File: config.mk
export PLATFORM = sky130hd
export DESIGN_NAME = rv32i_stage_buffer
export DESIGN_NICKNAME = d
export VERILOG_FILES = /design/src/rtl/rv32i_stage_buffer.sv
export SDC_FILE = /design/constraint.sdc
export NUM_CORES = 1
export LEC_CHECK = 0
export ABC_AREA = 1
export CORE_MARGIN = 4
export CORE_UTILIZATION = 40
export DETAILED_ROUTE_END_ITERATION = 16
export PLACE_DENSITY = 0.68
export SYNTH_ARGS = -nofsm -noshare
export SYNTH_HDL_FRONTEND = slang
export SYNTH_SLANG_ARGS = --single-unit
File: constraint.sdc
create_clock -name clk -period 17.4 [get_ports clk]
set_input_delay 3.48 -clock clk [delete_from_list [all_inputs] [get_ports clk]]
set_output_delay 3.48 -clock clk [all_outputs]
set_load 0.02 [all_outputs]
File: src/rtl/rv32i_stage_buffer.sv
// Packet types shared by the pipeline stages, and an in-order FIFO buffer between two stages.
// The buffer presents a no-op bubble when empty and strips register write-back from packets targeting x0.
package rv32i_pkg;

  typedef struct packed {
    logic [31:0] rs1_val;
    logic [31:0] rs2_val;
    logic [31:0] imm;
  } rv32i_data_t;

  typedef struct packed {
    logic [6:0] opcode;
    logic [4:0] rd;
    logic [2:0] funct3;
    logic [4:0] rs1;
    logic [4:0] rs2;
    logic [6:0] funct7;
  } rv32i_inst_t;

  typedef struct packed {
    logic [3:0] ex;
    logic [1:0] mem;
    logic       wb;
    logic       load_regfile;
    logic       data_mem_read;
    logic       data_mem_write;
    logic [3:0] data_mem_byte_enable;
  } rv32i_ctrl_t;

  typedef struct packed {
    logic [31:0] pc;
    rv32i_data_t data;
    rv32i_inst_t inst;
    rv32i_ctrl_t ctrl;
  } rv32i_packet_t;

endpackage

module rv32i_stage_buffer
  import rv32i_pkg::*;
#(
  parameter  int DEPTH = 2,
  localparam int CNT_W = $clog2(DEPTH) + 1
) (
  input  logic                clk,
  input  logic                rst,
  input  logic                flush,
  input  logic                in_valid,
  output logic                in_ready,
  input  rv32i_packet_t       in_packet,
  output logic                out_valid,
  input  logic                out_ready,
  output rv32i_packet_t       out_packet,
  output logic [CNT_W-1:0]    count,
  output logic [15:0]         drop_cnt
);

  localparam int              PTR_W = (DEPTH > 1) ? $clog2(DEPTH) : 1;
  localparam logic [CNT_W-1:0] FULL = CNT_W'(DEPTH);
  localparam rv32i_packet_t   BUBBLE = '0;

  if (DEPTH < 2 || DEPTH > 8 || (DEPTH & (DEPTH - 1)) != 0) begin : g_bad_depth
    $error("rv32i_stage_buffer: DEPTH must be a power of two in 2..8");
  end

  function automatic rv32i_packet_t sanitise(input rv32i_packet_t p);
    rv32i_packet_t s;
    s = p;
    if (p.inst.rd == 5'd0) begin
      s.ctrl.load_regfile = 1'b0;
      s.ctrl.wb           = 1'b0;
    end
    return s;
  endfunction

  function automatic logic [15:0] sat_add16(input logic [15:0] base, input logic [CNT_W:0] inc);
    logic [16:0] sum;
    sum = {1'b0, base} + 17'(inc);
    if (sum[16]) return 16'hFFFF;
    return sum[15:0];
  endfunction

  rv32i_packet_t        entry_p0 [DEPTH];
  logic [DEPTH-1:0]     vld_p0;
  logic [PTR_W-1:0]     head_p0;
  logic [PTR_W-1:0]     tail_p0;
  logic [CNT_W-1:0]     count_p0;
  logic [15:0]          drop_p0;

  logic                 enq;
  logic                 deq;
  logic [CNT_W:0]       drop_inc;

  // Handshake decode: in_ready depends only on registered occupancy, flush and reset.
  assign in_ready  = rst & (count_p0 < FULL) & ~flush;
  assign out_valid = (count_p0 != '0);
  assign enq       = in_valid & in_ready;
  assign deq       = out_valid & out_ready;

  // A packet taken by downstream on the flush edge is not a drop.
  assign drop_inc  = {1'b0, count_p0} - (CNT_W + 1)'(deq) + (CNT_W + 1)'(in_valid);

  // Storage stage: payload is not reset, only the bookkeeping that qualifies it.
  always_ff @(posedge clk) begin
    if (enq) entry_p0[tail_p0] <= sanitise(in_packet);
  end

  always_ff @(posedge clk or negedge rst) begin
    if (!rst) begin
      vld_p0   <= '0;
      head_p0  <= '0;
      tail_p0  <= '0;
      count_p0 <= '0;
      drop_p0  <= '0;
    end else if (flush) begin
      vld_p0   <= '0;
      head_p0  <= '0;
      tail_p0  <= '0;
      count_p0 <= '0;
      drop_p0  <= sat_add16(drop_p0, drop_inc);
    end else begin
      if (deq) begin
        vld_p0[head_p0] <= 1'b0;
        head_p0         <= head_p0 + PTR_W'(1);
      end
      if (enq) begin
        vld_p0[tail_p0] <= 1'b1;
        tail_p0         <= tail_p0 + PTR_W'(1);
      end
      count_p0 <= count_p0 + CNT_W'(enq) - CNT_W'(deq);
    end
  end

  // Output stage: head entry straight from storage, bubble whenever empty.
  assign out_packet = out_valid ? entry_p0[head_p0] : BUBBLE;
  assign count      = count_p0;
  assign drop_cnt   = drop_p0;

  a_no_enq_full : assert property (@(posedge clk) disable iff (!rst)
    !(enq && count_p0 == FULL));

  a_count_bound : assert property (@(posedge clk) disable iff (!rst)
    count_p0 <= FULL);

  a_bubble_noop : assert property (@(posedge clk) disable iff (!rst)
    !out_valid |-> (out_packet.ctrl.ex == '0 && out_packet.ctrl.mem == '0 && !out_packet.ctrl.wb));

  a_head_valid : assert property (@(posedge clk) disable iff (!rst)
    out_valid |-> vld_p0[head_p0]);

endmodule

After elaboration in Yosys (flattened, before gate mapping)
Memory sizes are Yosys's and may differ from the RTL's.
Index checks and enable logic that the tools add are counted.
Widths: inputs -> output; s select.
{"block": "totals", "regBits": 20, "ram_bits": 348, "inputBits": 179, "out_inout_bits": 194, "memories": 1}
{"block": "op_classes", "n_addsub": 7, "n_lt_le_gt_ge": 1, "muxes": 14, "n_bitwise": 5, "n_reduce_logical": 4}
{"memory": "entry_p0", "words": 2, "width": 174, "read_ports": 1, "rd_clocked_by_memory_dff": 0, "write_ports": 1, "line": "83", "text": "rv32i_packet_t entry_p0 [DEPTH];"}
{"operator": "$mux 174", "count": 1}
{"operator": "$mux 16", "count": 2}
{"operator": "$add 16x3->17", "count": 1}
{"operator": "$mux 1", "count": 8}
{"operator": "$mux 2", "count": 3}
{"operator": "$reduce_bool 2->1", "count": 3}
{"operator": "$logic_not 5->1", "count": 1}
{"operator": "$and 1x1->1", "count": 4}
{"operator": "$add 3x1->3", "count": 1}
{"operator": "$sub 2x1->3", "count": 1}
{"operator": "$add 1x1->1 const B", "count": 2}
{"operator": "$add 2x1->2", "count": 1}
{"operator": "$lt 2x2->1 const B", "count": 1}
{"operator": "$sub 2x1->2", "count": 1}
{"operator": "$not 1->1", "count": 1}

Logic depth before layout (Yosys ltp)
Gate-level depths: netlist (run 1).
{"block": "logic_depth", "word_depth": 8, "mapped_depth": 15, "depth_no_buf": 15}

Least setup slack after synthesis (run 1)
Ideal clock, no wire load.
{"block": "synth_timing", "path_kind": "in2reg", "start": "in flush", "end": "mem entry_p0[0][0] (netlist bit), enable pin", "setup_ns": 0.711, "t_arrival_ns": 11.543, "path_slack_ns": 5.146, "stages": 6, "path_cell_list": "buf_2 inv_2 nand2_1 nor2_1 nand2_1 nor2_1"}
{"block": "synth_via", "elab_chain_len": 5}
{"element": "start, declared", "line": "47", "text": "input logic flush,"}
{"element": "$not 1->1", "line": "95", "text": "assign in_ready = rst & (count_p0 < FULL) & ~flush;"}
{"element": "$and 1x1->1", "line": "95"}
{"element": "net in_ready", "line": "49", "text": "output logic in_ready,"}
{"element": "$and 1x1->1", "line": "97", "text": "assign enq = in_valid & in_ready;"}
{"element": "$mux 1", "line": "105", "text": "if (enq) entry_p0[tail_p0] <= sanitise(in_packet);"}
{"element": "$mux 1 (not written as such)", "line": "105"}
{"element": "end, declared", "line": "83"}
The timed path passes the listed nets, and every way through them passes these cells.

Final worst setup path (run 1)
{"block": "layout_timing", "start": "in rst", "end": "out in_ready"}
{"block": "layout_via", "elab_chain_len": 2}
{"element": "start, declared", "line": "46", "text": "input logic rst,"}
{"element": "$and 1x1->1 (2 in a row)", "line": "95"}
{"element": "end, declared", "line": "49"}
Every way passes these cells.

==> results of run 1 <==
-- sequential cells by signal (all words and copies together) (netlist names) --
register and cells:
entry_p0 348, drop_cnt 16, count 2, head_p0 1, tail_p0 1
-- critical path, cell delays in order --
cell,delay (ns)
clkdlybuf4s50_1,1.08
nand2_1,0.14
nor2_1,0.19
clkdlybuf4s50_1,0.64
-- worst max-delay path by stage --
stage               start        endpoint  slack [ns]  cells after the start
floorplan           flush  entry_p0[0][0]        5.15                      6
global placement      rst        in_ready        8.36                      4
detailed placement    rst        in_ready        8.36                      4
CTS                   rst        in_ready        8.34                      4
global route          rst        in_ready        8.12                      4
finish                rst        in_ready        8.40                      4
-- final cells by class --
class                   count  area, um^2  share of cell area, %
flip-flops and latches    368       10950                  55.78
repair buffers            380        3796                  19.33
multi-input cells         657        2999                  15.27
clock buffers              50        1060                  5.396
well taps                 461       576.8                  2.937
inverters                  35       136.4                 0.6944
clock inverters            19       111.4                 0.5670
diodes                      2       5.005                0.02548
-- cells in the final DEF (no fill, tap or decap), types with 2 or more instances in the layout --
cell type / instances
inv_1: 32
clkinv_1: 11
clkinv_2: 5
diode_2: 2
clkdlybuf4s50_1: 372
nor2_1: 19
dfrtp_1: 19
nand3_2: 8
fa_1: 2
nand2_1: 392
nor2_2: 2
clkbuf_16: 41
nand2_2: 2
ha_1: 7
xor2_1: 3
xnor2_1: 2
buf_4: 7
clkinvlp_4: 2
nand3_1: 16
a21oi_1: 177
o21ai_0: 6
edfxtp_1: 348
nand3b_1: 3
nor2_4: 3
inv_2: 2
nand4_1: 8
clkbuf_1: 9
-- per-layer routing --
layer / share of wire [%] / vias to the layer above / global-route usage, %
met3: 7.0 / 60 / 5.083
met1: 38 / 4625 / 21.15
li1: - / 4647 / -
met4: 2.5 / 6 / 5.419
met5: 0.11 / - / 0
met2: 52 / 273 / 31.23
-- where the power goes --
| part | leakage, uW | total, uW | switching (uW) | internal (uW) |
|---|---|---|---|---|
| Clock | 0.000567 | 764 | 321 | 444 |
| Combinational | 0.00297 | 817 | 494 | 322 |
| Sequential | 0.00341 | 1040 | 31.2 | 1010 |
| Total | 0.00696 | 2620 | 846 | 1780 |
-- through the flow --
stage | hold slack [ns] | cell area, um^2 | std cells
floorplan | 0.4702 | 14360 | 1121
global placement | 0.5409 | 18460 | 1901
detailed placement | 0.5559 | 18460 | 1901
CTS | 0.5696 | 19630 | 1970
global route | 0.5796 | 19640 | 1972
finish | 0.5647 | 19640 | 1972
-- cells by family (layout without fill, tap and decap cells) --
| kind of cell | count (synthesis) | in the layout | share of synthesized area [%] |
|---|---|---|---|
| other | 0 | 2 | 0 |
| AO/OA/AOI/OAI | 185 | 185 | 6.473 |
| buffers and inverters | 96 | 484 | 3.023 |
| XOR/XNOR | 5 | 5 | 0.3050 |
| AND/OR/NAND/NOR | 458 | 458 | 13.06 |
| adder cells (fa/ha/maj) | 9 | 9 | 0.8886 |
| flip-flops | 368 | 368 | 76.25 |
==> results.txt, run 1 <==
CTS tree: built
Yosys top cell area share: 72.77%
Final setup skew: 0.01050 ns
Number of synthesized flops with an enable pin: 348
Crit share post-route: 51.74%
Largest area contributor in the netlist: edfxtp_1
Cell leakage power: 0.006955 uW
Capturing point of the worst reg2reg path: drop_cnt[3]
Die W: 197.5 um
Final Routed Wirelength: 36150 um
Via count: 9611
Max-slew violations: 0
Nature of the critical path startpoint: input port
R2R setup slack: 12.85 ns
Maximum vdd drop: 0.0001040 V
Root Buffer: clkbuf_16
Synth Register Bits: 368
Layout cell share with drive strength beyond 1: 5.368%
Synthesized area: 14360 um^2
Synth top cells by count: nand2_1, edfxtp_1, a21oi_1, buf_2, inv_1
Worst skew pair latency: 0.52 ns
Critical path type: in -> out
Gr ovfl total: 0
GP Congestion: 0.7793
Num rows: 69
Antenna-violating nets left: 0
Data arrival, critical path: 5.52 ns
Die Y: 197.5 um
Max_slew headroom: 27.08%
Synthesis-to-layout area growth: 36.75%
Largest net degree at the start of global routing: 175
Mapped Cells: 1121
R2r startpoint: count[1]
Syn nets: 1309
Post-synth cell types: 29
Tot Pwr: 2624 uW
Seq/Total Area, Yosys: 76.25%
Setup slack after layout: 8.397 ns
Max_cap viols: 0
HP Class: reg -> reg
Max Clock Freq: 0.1111 GHz
Core area: 35480 um^2
Final nets: 1670
Post-CTS sizing: 0
Starting Density: 40.47%
TritonRoute pass-1 iters: 5
Total CTS buffers: 40
Clock Tree Buf Depth: 3
Final Core Density: 55.35%
Worst setup EP type: output port
Vias in the first global route: 9759
Area contributors post-synth: edfxtp_1, nand2_1, a21oi_1, dfrtp_1, buf_2
DRT iter0 DRCs: 530
Final setup violation count: 0
Hold_buf cts: 0
Port Buf Inserts: 372
First-pass GRT wire length: 54600 um
Power per standard cell area: 133.6 nW/um^2
Residual DRC: 0
Most numerous cell in the Yosys netlist: nand2_1
RSZ-0062 raised after global routing: false
Async set or reset register ratio after synthesis: 5.435%
Synthesized area per cell: 12.81 um^2
Status: finished, final reports clean
Post-CTS Setup Bufs: 0
Tmin final: 9.003 ns
# IOs: 373
Hold endpoint: drop_cnt[15]
Total global-route track usage: 17.73%
WP data required: 13.92 ns
Worst Hold Depth: 2
Synth Flop Type: edfxtp_1
Min-delay src: drop_cnt[15]
Dpl ws: 8.359 ns
Sink Count: 368
Routed wire per std cell: 18.33 um
Via density: 4.874
Antenna violations before repair: 5
Crit-path max FO: 21
Clock slew at reported path FFs: 0.06 ns
H-Tree Depth: 2
Final Hold Fails: 0
Hpwl dp: 22470 um
Post-route setup TNS: 0 ns
Die ar.: 39000 um^2
Reg2Reg Depth: 14
Synthesis Warnings: 0
Slew @ Worst Pin: 1.094 ns
Filler cell count: 2931
No activity file was read; power rests on OpenSTA's default activity.
==> run 2: changes to the inputs <==
Settings changed: PLACE_DENSITY 0.68 to 0.7.
Clock period 17.4 ns to 7.54 ns, I/O delays scaled along.
==> run 2 against run 1 <==
Effect of this change:
- setup slack lost 6.1 ns
- register-to-register slack got worse by 9.1 ns
- global-route usage rose by 0.24 points
- cell area is 0.43% higher
- routed wire length rose by 1.2%
- clock power is 140% higher
- largest cell class unchanged
- highest routed layer unchanged
==> results.txt, run 2 (synthesized netlist as in run 1, its figures left out) <==
Status: finished, final reports clean
Routed met2 length: 18750 um (-0.63%)
Nature of the critical path startpoint: flip-flop
Starting Density: 40.47% (unchanged)
Met3 wire length: 2892 um (+14%)
Most common cell after layout, fill and taps aside: nand2_1
Antenna-violating nets left: 0 (unchanged)
H-Tree Depth: 2 (unchanged)
Max Clock Freq: 0.1905 GHz
Port Buf Inserts: 372 (unchanged)
CTS tree: built
Post-CTS sizing: 0 (unchanged)
Max_cap viols: 0 (unchanged)
GP Congestion: 0.7978 (+2.4%)
Via count: 9718 (+1.1%)
Post-CTS Setup Bufs: 0 (unchanged)
Placed cell area: 18470 um^2 (about the same)
Tmin final: 5.250 ns
Largest net degree at the start of global routing: 173 (-1.1%)
Residual DRC: 0 (unchanged)
Final nets: 1669 (-0.060%)
Hold_buf cts: 0 (unchanged)
Critical path type: reg -> out
Fin Hold WS: 0.5622 ns (-0.002513 ns)
RSZ-0062 raised after global routing: false
Layout cell share with drive strength beyond 1: 6.019% (+0.65 points)
Die Y: 197.5 um (unchanged)
Crit share post-route: 69.63%
Hpwl dp: 22480 um (about the same)
CP max-delay cell: inv_6
Clock slew at reported path FFs: 0.06 ns (about the same)
Clock Tree Buf Depth: 3 (unchanged)
DRT iter0 DRCs: 559 (+5.5%)
Power per standard cell area: 311.0 nW/um^2 (+130%)
Total CTS buffers: 40 (unchanged)
Core area: 35480 um^2 (unchanged)
HP Class: reg -> reg
Final setup skew: 0.008813 ns (-0.001687 ns)
Worst setup EP type: output port
Final Hold Fails: 0 (unchanged)
Max_slew headroom: 21.02% (-6.1 points)
Die ar.: 39000 um^2 (unchanged)
Antenna violations before repair: 2 (-3)
Num rows: 69 (unchanged)
First-pass GRT wire length: 55230 um (+1.2%)
Largest register by flop count: entry_p0
WP data required: 6.03 ns (-7.89 ns)
Routed wire per std cell: 18.51 um (+0.96%)
TritonRoute pass-1 iters: 5 (unchanged)
Slew @ Worst Pin: 1.185 ns (+0.09091 ns)
Data arrival, critical path: 3.74 ns (-1.78 ns)
Sink Count: 368 (unchanged)
Final Routed Wirelength: 36570 um (+1.2%)
Buf/Inv on CP: 3 (+1)
Max reg flops: 348 (unchanged)
Crit-path max FO: 144 (+590%)
Via density: 4.918 (+0.91%)
# IOs: 373 (unchanged)
Maximum vdd drop: 0.0002213 V (+110%)
Worst skew pair latency: 0.53 ns (about the same)
CP delay by family, top: buffers and inverters
Max-slew violations: 0 (unchanged)
Post-route setup TNS: 0 ns (unchanged)
Filler cell count: 2887 (-1.5%)
Post-route cell area: 19720 um^2 (+0.43%)
Total global-route track usage: 17.97% (+0.24 points)
WL met1: 13860 um (+0.43%)
Die W: 197.5 um (unchanged)
Synthesis-to-layout area growth: 37.33%
Vias in the first global route: 10160 (+4.1%)
Gr ovfl total: 0 (unchanged)
Final setup violation count: 0 (unchanged)
Root Buffer: clkbuf_16
Highest Signal Layer: met5
Cell leakage power: 0.007000 uW (+0.64%)
Most frequent cells in the layout: nand2_1, clkdlybuf4s50_1, edfxtp_1
Slowest stage delay, CP: 0.88 ns (-0.20 ns)
CP cell instances: inv_6, buf_4, nand2_1, a21oi_1, clkdlybuf4s50_1
[run 2: final cells by class]
type                            count  area [um^2]  share of cell area, %
Antenna cell                        3        7.507                0.03806
Clock buffer                       45         1041                  5.278
Sequential cell                   368        10950                  55.54
Clock inverter                     28        206.4                  1.047
Tap cell                          461        576.8                  2.925
Timing Repair Buffer              379         3801                  19.27
Inverter                           35        136.4                 0.6915
Multi-Input combinational cell    657         2999                  15.21
[run 2: routing by layer]
| metal | vias to the layer above | global-route usage (%) |
|---|---|---|
| li1 | 4639 | - |
| met3 | 68 | 5.646 |
| met4 | 4 | 5.727 |
| met1 | 4696 | 21.40 |
| met2 | 311 | 31.20 |
| met5 | - | 0 |
[run 2: path summary, 6_finish.rpt]
kind                        startpoint       endpoint  slack [ns]  cells after the start
max                            head_p0  out_packet[3]        2.29                      5
min                        drop_cnt[0]    drop_cnt[0]        0.56                      2
max reg2reg                   count[1]    drop_cnt[3]        3.77                     13
min reg2reg                drop_cnt[0]    drop_cnt[0]        0.56                      2
max in group asynchronous          rst        head_p0        5.32                      1
min in group asynchronous          rst    drop_cnt[9]        1.52                      1
[run 2: power by group]
part	total (uW)	internal, uW	leakage, uW	switching [uW]
registers	2410	2340	0.00341	77.4
logic	1880	746	0.00297	1130
clock network	1840	1070	0.000614	776
[run 2: worst reg2reg max path, cell delays in order, from the launching register on]
cell and delay (ns):
dfrtp_1 0.49, nor2_4 0.54, nor2_1 0.20, ha_1 0.33, inv_1 0.04, ha_1 0.18, fa_1 0.53, inv_1 0.07
fa_1 0.40, inv_1 0.10, nand3_1 0.11, a21oi_2 0.22, nand4_4 0.29, o21ai_0 0.18
[run 2: stage by stage]
stage          total power (uW)  util, %  setup WS (ns)  cells
6_report                   6134    55.58          2.290   1976
5_1_grt                    6429    55.56          2.047   1973
4_1_cts                    6208    55.56          2.241   1973
3_5_place_dp               4348    52.05          2.400   1900
3_3_place_gp               4332    52.05          2.461   1900
2_1_floorplan              3467        -         -2.742   1121
